$ cat src/rtl/fp_mul_result_buffer.sv
// Registered FIFO stage behind the combinational FP multiplier, with sticky exception flags.
// Optional saturating event counters are built when FP_MUL_RESULT_STATS_EN is defined.
module fp_mul_result_buffer #(
    parameter int EXPONENT_WIDTH = 8,
    parameter int MANTISSA_WIDTH = 23,
    parameter int FIFO_DEPTH     = 4,
    parameter int STAT_WIDTH     = 16
) (
    input  logic                                  clk,
    input  logic                                  rst,
    input  logic                                  in_valid,
    output logic                                  in_ready,
    input  logic [EXPONENT_WIDTH+MANTISSA_WIDTH:0] in_result,
    input  logic                                  in_underflow,
    input  logic                                  in_overflow,
    input  logic                                  in_invalid,
    output logic                                  out_valid,
    input  logic                                  out_ready,
    output logic [EXPONENT_WIDTH+MANTISSA_WIDTH:0] out_result,
    output logic [2:0]                            out_flags,
    input  logic                                  flush,
    input  logic                                  flags_clear,
`ifdef FP_MUL_RESULT_STATS_EN
    output logic [STAT_WIDTH-1:0]                 stat_result_count,
    output logic [STAT_WIDTH-1:0]                 stat_overflow_count,
    output logic [STAT_WIDTH-1:0]                 stat_underflow_count,
    output logic [STAT_WIDTH-1:0]                 stat_invalid_count,
`endif
    output logic [2:0]                            sticky_flags
);

    localparam int FW = EXPONENT_WIDTH + MANTISSA_WIDTH + 1;
    localparam int AW = $clog2(FIFO_DEPTH);
    localparam logic [AW:0] DEPTH_CNT = (AW+1)'(FIFO_DEPTH);

    logic [FW+2:0] mem [FIFO_DEPTH];
    logic [AW-1:0] wr_ptr;
    logic [AW-1:0] rd_ptr;
    logic [AW:0]   count;
    logic          full;
    logic          empty;
    logic          push;
    logic          pop;
    logic [2:0]    in_flags;

    assign in_flags  = {in_invalid, in_overflow, in_underflow};
    assign full      = (count == DEPTH_CNT);
    assign empty     = (count == '0);
    assign in_ready  = !full && !rst && !flush;
    assign out_valid = !empty;
    assign push      = in_valid && in_ready;
    assign pop       = out_valid && out_ready && !flush;

    // Head is read straight from the array, so it stays put until popped.
    assign out_result = mem[rd_ptr][FW-1:0];
    assign out_flags  = mem[rd_ptr][FW+2:FW];

    always_ff @(posedge clk) begin
        if (rst) begin
            wr_ptr <= '0;
            rd_ptr <= '0;
            count  <= '0;
        end else if (flush) begin
            wr_ptr <= '0;
            rd_ptr <= '0;
            count  <= '0;
        end else begin
            if (push) wr_ptr <= wr_ptr + AW'(1);
            if (pop)  rd_ptr <= rd_ptr + AW'(1);
            case ({push, pop})
                2'b10:   count <= count + (AW+1)'(1);
                2'b01:   count <= count - (AW+1)'(1);
                default: count <= count;
            endcase
        end
    end

    always_ff @(posedge clk) begin
        if (push) mem[wr_ptr] <= {in_flags, in_result};
    end

    // Clear applies before the same-cycle push sets new flags.
    always_ff @(posedge clk) begin
        if (rst) begin
            sticky_flags <= '0;
        end else if (flags_clear) begin
            sticky_flags <= push ? in_flags : 3'b000;
        end else if (push) begin
            sticky_flags <= sticky_flags | in_flags;
        end
    end

`ifdef FP_MUL_RESULT_STATS_EN
    function automatic logic [STAT_WIDTH-1:0] sat_inc(input logic [STAT_WIDTH-1:0] v);
        return (&v) ? v : v + STAT_WIDTH'(1);
    endfunction

    always_ff @(posedge clk) begin
        if (rst) begin
            stat_result_count    <= '0;
            stat_overflow_count  <= '0;
            stat_underflow_count <= '0;
            stat_invalid_count   <= '0;
        end else if (flags_clear) begin
            stat_result_count    <= STAT_WIDTH'(push);
            stat_overflow_count  <= STAT_WIDTH'(push && in_overflow);
            stat_underflow_count <= STAT_WIDTH'(push && in_underflow);
            stat_invalid_count   <= STAT_WIDTH'(push && in_invalid);
        end else if (push) begin
            stat_result_count <= sat_inc(stat_result_count);
            if (in_overflow)  stat_overflow_count  <= sat_inc(stat_overflow_count);
            if (in_underflow) stat_underflow_count <= sat_inc(stat_underflow_count);
            if (in_invalid)   stat_invalid_count   <= sat_inc(stat_invalid_count);
        end
    end
`else
    localparam int unused_stat_width = STAT_WIDTH;
`endif

endmodule

$ cat config.mk
export PLATFORM = sky130hd
export DESIGN_NAME = fp_mul_result_buffer
export DESIGN_NICKNAME = d
export VERILOG_FILES = /design/src/rtl/fp_mul_result_buffer.sv
export SDC_FILE = /design/constraint.sdc
export NUM_CORES = 1
export LEC_CHECK = 0
export CORE_MARGIN = 2
export CORE_UTILIZATION = 49
export CTS_CLUSTER_SIZE = 25
export DETAILED_ROUTE_END_ITERATION = 6
export MAX_ROUTING_LAYER = met4
export PLACE_DENSITY = 0.79
export SLEW_MARGIN = 5
export SYNTH_ARGS = -nofsm -noshare
export SYNTH_HDL_FRONTEND = slang
export SYNTH_SLANG_ARGS = --single-unit
$ cat constraint.sdc
create_clock -name clk -period 2.5 [get_ports clk]
set_clock_uncertainty 0.1 [all_clocks]
set_input_delay 0.375 -clock clk [delete_from_list [all_inputs] [get_ports clk]]
set_output_delay 0.375 -clock clk [all_outputs]
set_load 0.05 [all_outputs]
# Word-level counts from Yosys, hierarchy flattened
# Memory sizes are Yosys's and may differ from the RTL's. A register that Yosys moved wholly into a read port is not among the register bits.
# Cells that the tools add are included.
# W data, S select, Z words.
# classes
addsub,4
multipliers,0
div_mod_pow,0
magnitude_cmp,0
n_eq_ne,3
shift,0
mux,8
n_bitwise,1
reduce_logical,13
# op_table
operator,count
$mux W3,3
$pmux W3 S2,1
$logic_and A1 B1 Y1,5
$add A2 B1 Y2 const B,2
$logic_not A1 Y1,4
$mux W2,2
$reduce_bool A2 Y1,2
$add A3 B1 Y3 const B,1
$eq A3 B3 Y1 const B,1
$logic_not A3 Y1,1
$or A3 B3 Y3,1
$sub A3 B1 Y3 const B,1
$eq A2 B1 Y1 const B,1
$eq A2 B2 Y1 const B,1
$mux W1,2
$reduce_or A2 Y1,1
# totals
regBits,10
latchBits,0
ram_bits,140
mem_bits_ro,0
output_inout_bits,40
wordCells,34
n_memories,1
# mem_list
name,words,width,rd,rd_clocked_by_memory_dff,write_ports,line,text
mem,4,35,1,1,1,36,logic [FW+2:0] mem [FIFO_DEPTH];

# Longest topological paths before layout
# Gate-level depths: netlist of the first run.
# depth
ltp_word,7
ltp_mapped,10

# Worst setup path after synthesis of the first run
# OpenSTA, ideal clock, no wires.
# synth_path
path_kind,register to register
startpoint,register count[2]
endpoint,register count[2]
arrival_time_ps,2229
t_required_ps,2330
setup_slack_ps,101
path_stages_with_launch,11
n_path_buf,1
path_cell_list,dfxtp_1 > or3b_4 > and3_4 > buf_6 > inv_1 > ha_1 > inv_1 > fa_1 > xor2_1 > or3_1 > a21oi_1
# synth_via
elab_chain_cells,7
elab_cells_between_ends,15
classes_between,add/sub: 2; eq/ne: 3; mux: 1; reduce/logical: 9
# synth_rtl
item,line,text
"start, declared",39,logic [AW:0] count;
"start signal, assigned",71,2'b10: count <= count + (AW+1)'(1);
"start signal, assigned",72,2'b01: count <= count - (AW+1)'(1);
"start signal, assigned",73,default: count <= count;
$eq A3 B3 Y1,47,assign full = (count == DEPTH_CNT);
$logic_not A1 Y1,49,assign in_ready = !full && !rst && !flush;
$logic_and A1 B1 Y1 (2 in a row),49,
$logic_and A1 B1 Y1,51,assign push = in_valid && in_ready;
$eq A2 B1 Y1 / $eq A2 B2 Y1 (equally long branches),70,"case ({push, pop})"
$pmux W3 S2 / $reduce_bool A2 Y1 (equally long branches),--,
# Parallel ways exist; a longest one is shown, timed or not.
# A chain may end at the register's enable or synchronous reset.

# Final worst setup path of the first run
# Ends and elaborated chain as after synthesis.

==> summary.txt, run 1 <==
Horiz. Die Dim = 111 um
Port Buffers = 80
Synth Instances = 249
VDD IR-drop max = 478 uV
Post-Syn Nets = 296
Remaining DRCs = 0
f_max = 0.412 GHz
number of global-route vias before repair = 2969
fin crit period = 2.43 ns
Ports = 81
WP data arrival = 2.66 ns
Net Switching = 1.12 mW
Core Util, Final = 0.661
Clk pwr share = 0.457
n_diodes = 0
Setup crit end kind = register
Synth Warn # = 0
register area share after synthesis = 0.787
Hold Vio Cnt, Final = 0
drt total wl = 9990 um
cts hold-fix bufs = 0
first-pass GRT wire length = 15800 um
Initial DRT Pass Iterations = 4
RePlAce Congestion = 0.726
cell leakage power = 2.48 nW
Post-Syn Area = 5640 sq um
share of the synthesized area in the top cell type = 0.745
Vias = 2733
dpl ws = -0.0461 ns
Avg Inst Size Synth = 22.7 sq um
minimum hold slack = 0.426 ns
HP Class = register to register
wire per inst = 19.5 um
initial drt markers = 153
clock latency on the worst-skew pair = 0.42 ns
Initial Util = 0.499
Max Buffers Root-to-Sink = 2
GRT Util Overall = 0.178
antenna violations before repair = 0
Logic pwr share = 0.051
FILL cells = 751
htree depth = 4
row cnt = 39
fraction of layout cells with a size suffix above 1 = 0.352
CP required = 2.74 ns
Yosys reg bits = 152
cts bufs inserted = 17
crit start category = register
clock sink count = 152
area grow syn2layout = 32.6%
register area = 4450 sq um
Setup Crit Path Kind = register to register
# setup viols final = 0
Core Footprint = 11300 sq um
Slew HR = 0.664
total power = 5.73 mW
largest net degree at the start of global routing = 26
fin. max-slew vios = 0
total congestion overflow = 0
Power Dens Cells = 766 nW/um^2
synth unique cells = 27
switch share = 0.195
setup slack after layout = 0.0744 ns
ranking of synthesized cells by area = edfxtp_1 (74%), mux4_2 (14%), dfxtp_1 (4.3%)
Critical Path Fanout Max = 6
Internal = 4.61 mW
CTS tree = yes
Multi-input gate area = 1120 sq um
period utilisation layout = 0.970
nets = 403
clk root buf = clkbuf_16
Post-DRT Antenna Nets = 0
Final HPWL DP = 6240 um
Die Y = 111 um
Yosys top cell by area = edfxtp_1
DR vias/cell = 5.34
status = finished clean
max cap viols = 0
Slew @ Worst Pin = 0.503 ns
Clock transition at path regs = 0.06 ns
die area = 12400 sq um
Reg power frac = 0.491
-- cell usage in the layout (no fill, tap or decap), types with 7 or more instances in the layout --
cell type,synthesis,final
buf_4,3,34
edfxtp_1,140,140
dfxtp_1,12,7
inv_1,8,8
buf_12,0,20
clkbuf_16,0,17
clkdlybuf4s50_1,0,44
mux4_2,35,35
nor2_1,11,11
-- synthesized netlist by cell type --
cell type	instances
edfxtp_1	140
mux4_2	35
dfxtp_1	12
nor2_1	11
inv_1	8
and2_1	5
ha_1	5
xor2_1	4
a32oi_1	3
buf_1	3
buf_4	3
a21oi_1	2
mux2i_1	2
nand2_1	2
or3_1	2
and3_4	1
buf_2	1
buf_6	1
clkbuf_1	1
clkbuf_2	1
fa_1	1
nor2b_1	1
o21ai_0	1
o311ai_0	1
o31ai_1	1
or2_2	1
or3b_4	1
-- logic make-up after synthesis --
family | count (synthesis) | synth area share
compound gates | 8 | 0.0102
xor+xnor | 4 | 0.00621
fa+ha+maj | 6 | 0.0146
buf+inv | 18 | 0.0157
flops | 152 | 0.787
mux | 37 | 0.143
simple gates | 24 | 0.0226
-- power groups by stage --
stage	Sequential, mW	Clock (mW)	Combinational [mW]
2_1_floorplan	2.87	0	0.121
3_3_place_gp	2.87	0	0.286
3_5_place_dp	2.87	0	0.295
4_1_cts	2.82	2.66	0.296
5_1_grt	2.82	2.74	0.309
6_report	2.81	2.62	0.293
-- per-stage QoR --
stage	TNS, ns	area, sq um	instances
6_report	0	7480	512
5_1_grt	-0.0337	7480	512
4_1_cts	0	7470	511
3_5_place_dp	-0.0461	6860	479
3_3_place_gp	0	6860	479
2_1_floorplan	0	5640	249
-- registers in the layout, summed over array words and instances (netlist names), named ones only --
| signal | cells |
|---|---|
| rd_ptr | 2 |
| sticky_flags | 3 |
| count | 3 |
| wr_ptr | 2 |
| mem | 140 |
-- routing by layer --
metal	up-vias	global-route usage	wire length, um
met3	16	0.0498	462
li1	1236	-	-
met2	81	0.275	5090
met1	1400	0.222	4270
met4	0	0.0798	165
met5	-	-	0
-- final timing paths --
kind	slack, ns	cells after the start	to	start
setup / recovery	0.07	9	count[2]$_SDFFE_PP0P_	count[2]$_SDFFE_PP0P_
hold / removal	0.43	2	sticky_flags[1]$_SDFFE_PP0P_	sticky_flags[1]$_SDFFE_PP0P_
setup reg to reg	0.07	9	count[2]$_SDFFE_PP0P_	count[2]$_SDFFE_PP0P_
hold reg to reg	0.43	2	sticky_flags[1]$_SDFFE_PP0P_	sticky_flags[1]$_SDFFE_PP0P_
-- area by class of cell --
| cell class | instances | share of cell area |
|---|---|---|
| Timing Repair Buffer | 98 | 0.146 |
| Tap cell | 143 | 0.0239 |
| Clock buffer | 20 | 0.0584 |
| Clock inverter | 12 | 0.0234 |
| Multi-Input combinational cell | 79 | 0.149 |
| Sequential cell | 152 | 0.595 |
| Inverter | 8 | 0.00401 |
-- critical path, stage by stage (launching register included) --
cell,delay (ns)
dfxtp_2,0.36
or3b_4,0.40
and3_4,0.18
inv_1,0.05
ha_1,0.17
inv_1,0.06
fa_1,0.37
xor2_1,0.16
or3_1,0.33
a21oi_1,0.17
-- repair_timing --
item | CTS | global route
setup buffers | 0 | 1
resized for setup | 0 | 3
endpoints found under the setup margin | 0 | 1
No activity file was read; power rests on OpenSTA's default activity.
==> run 2, diff against run 1 <==
--- a/config.mk
+++ b/config.mk
@@ -5,13 +5,13 @@
 export SDC_FILE = /design/constraint.sdc
 export NUM_CORES = 1
 export LEC_CHECK = 0
-export CORE_MARGIN = 2
+export CORE_MARGIN = 5
 export CORE_UTILIZATION = 49
 export CTS_CLUSTER_SIZE = 25
 export DETAILED_ROUTE_END_ITERATION = 6
 export MAX_ROUTING_LAYER = met4
 export PLACE_DENSITY = 0.79
-export SLEW_MARGIN = 5
+export SLEW_MARGIN = 20
 export SYNTH_ARGS = -nofsm -noshare
 export SYNTH_HDL_FRONTEND = slang
 export SYNTH_SLANG_ARGS = --single-unit
==> run 2 against run 1 <==
Compared with the run above: power decreased by 7.5%; worst setup slack better by 0.014 ns; register-to-register slack about the same; critical path type unchanged; largest cell class unchanged.
==> summary.txt, run 2 (synthesized netlist as in run 1, its figures left out) <==
status = finished clean
Max Buffers Root-to-Sink = 2
Cell Count, Final, Fillers Out = 510
crit start category = register
area grow syn2layout = 31.5%
drt total wl = 10100 um
FF-to-FF path depth = 9
Critical Path Fanout Max = 6
R2R Path End = count[2]$_SDFFE_PP0P_
slowest cell delay on critical path = 0.40 ns
Setup crit end kind = register
most frequent cells in the layout = edfxtp_1 (140), clkdlybuf4s50_1 (44), mux4_2 (35), buf_4 (29), buf_12 (23)
Vias = 2746
row cnt = 39
CP bufs+invs = 2
number of global-route vias before repair = 2987
period utilisation layout = 0.964
Die Y = 117 um
total congestion overflow = 0
delay-heaviest family, CP = simple AND/OR/NAND/NOR gates
clock sink count = 152
max cap viols = 0
fin. max-slew vios = 0
RSZ-0062 raised after global routing = false
Slew HR = 0.659
first-pass GRT wire length = 16400 um
Power Dens Cells = 714 nW/um^2
Core Util, Final = 0.653
wire per inst = 19.7 um
cts bufs inserted = 17
cells along the critical path = or3b_4 -> and3_4 -> inv_1 -> ha_2 -> inv_1 -> fa_2 -> xor2_1 -> or3_4 -> a21oi_2
n_diodes = 0
fin area = 7420 sq um
Slew @ Worst Pin = 0.510 ns
clock latency on the worst-skew pair = 0.41 ns
minimum hold slack = 0.386 ns
clk root buf = clkbuf_16
Port Buffers = 80
Initial Util = 0.496
Worst Setup EP = count[2]$_SDFFE_PP0P_
Crit path top cell by count = inv_1
Hold Vio Cnt, Final = 0
max reg flops = 140
most common cell after layout, fill and taps aside = edfxtp_1
Setup Crit Path Kind = register to register
cell leakage power = 2.45 nW
HP Class = register to register
f_max = 0.415 GHz
Remaining DRCs = 0
largest net degree at the start of global routing = 36
Ports = 81
nets = 401
CTS tree = yes
RR Startpoint = count[2]$_SDFFE_PP0P_
DR vias/cell = 5.38
Placed Instance Area = 6880 sq um
Post-DRT Antenna Nets = 0
Slowest-stage cell, CP = or3b_4
total power = 5.30 mW
die area = 13800 sq um
Initial DRT Pass Iterations = 4
VDD IR-drop max = 475 uV
Core Footprint = 11400 sq um
fin crit period = 2.41 ns
Levels on crit path = 9
critical path launch point = count[2]$_SDFFE_PP0P_
Clock transition at path regs = 0.06 ns
RePlAce Congestion = 0.798
Horiz. Die Dim = 117 um
htree depth = 4
antenna violations before repair = 0
placed cell count = 477
CP required = 2.74 ns
Regs by FF count = mem (140), count (3), sticky_flags (3)
Most flops, register = mem
# setup viols final = 0
FILL cells = 755
GRT Util Overall = 0.160
fraction of layout cells with a size suffix above 1 = 0.354
Reg2Reg Setup Slack = 0.09 ns
WP data arrival = 2.65 ns
initial drt markers = 174
Final HPWL DP = 6260 um
## run 2: cell types whose count changed in the layout (fill, tap and decap cells not counted), sizes merged
cell      delta
buf          -2
bufinv       -4
clkbuf       +3
clkinv       +4
clkinvlp     -2
inv          -1
## run 2: worst min-delay path by stage
stage / end / slack, ns / cells after the start / start
2_1_floorplan: sticky_flags[0]$_SDFFE_PP0P_ / 0.35 / 1 / rst
3_3_place_gp: sticky_flags[2]$_SDFFE_PP0P_ / 0.36 / 2 / sticky_flags[2]$_SDFFE_PP0P_
3_5_place_dp: sticky_flags[2]$_SDFFE_PP0P_ / 0.37 / 2 / sticky_flags[2]$_SDFFE_PP0P_
4_1_cts: sticky_flags[2]$_SDFFE_PP0P_ / 0.39 / 2 / sticky_flags[2]$_SDFFE_PP0P_
5_1_grt: wr_ptr[1]$_SDFFE_PP0P_ / 0.43 / 2 / wr_ptr[1]$_SDFFE_PP0P_
6_report: sticky_flags[2]$_SDFFE_PP0P_ / 0.39 / 2 / sticky_flags[2]$_SDFFE_PP0P_
## run 2: area by class of cell
type,count,area [sq um],share of cell area
Clock buffer,23,458,0.0617
Timing Repair Buffer,96,1120,0.151
Sequential cell,152,4450,0.600
Inverter,8,30.0,0.00405
Clock inverter,9,55.1,0.00742
Tap cell,143,179,0.0241
Multi-Input combinational cell,79,1130,0.152
## run 2: layer usage
metal,global-route usage,routed length (um),vias to the layer above
li1,-,-,1238
met2,0.246,5140,79
met4,0.0464,121,0
met5,-,0,-
met3,0.0568,546,13
met1,0.203,4260,1416
## run 2: power breakdown
group,internal [mW],switching [mW],total [mW]
registers,2.81,0.00920,2.81
logic,0.142,0.157,0.298
clock network,1.28,0.903,2.19
## run 2: tightest hold or removal path, stage by stage, from the launching register on
cell	delay (ns)
dfxtp_1	0.33
a32oi_1	0.05
nor2_1	0.07
## run 2: timing repair
item                                    in CTS  in global routing
hold buffers                                 0                  0
resized for setup                            0                  8
buffers inserted                             0                  1
endpoints found under the setup margin       0                  1
## run 2: stage by stage
| step | setup slack (ns) | setup TNS [ns] |
|---|---|---|
| after floorplan | 0.101 | 0 |
| after global placement | 0.0319 | 0 |
| after detailed placement | -0.0698 | -0.0698 |
| after CTS | 0.00995 | 0 |
| after global routing | 0.0103 | 0 |
| final | 0.0888 | 0 |
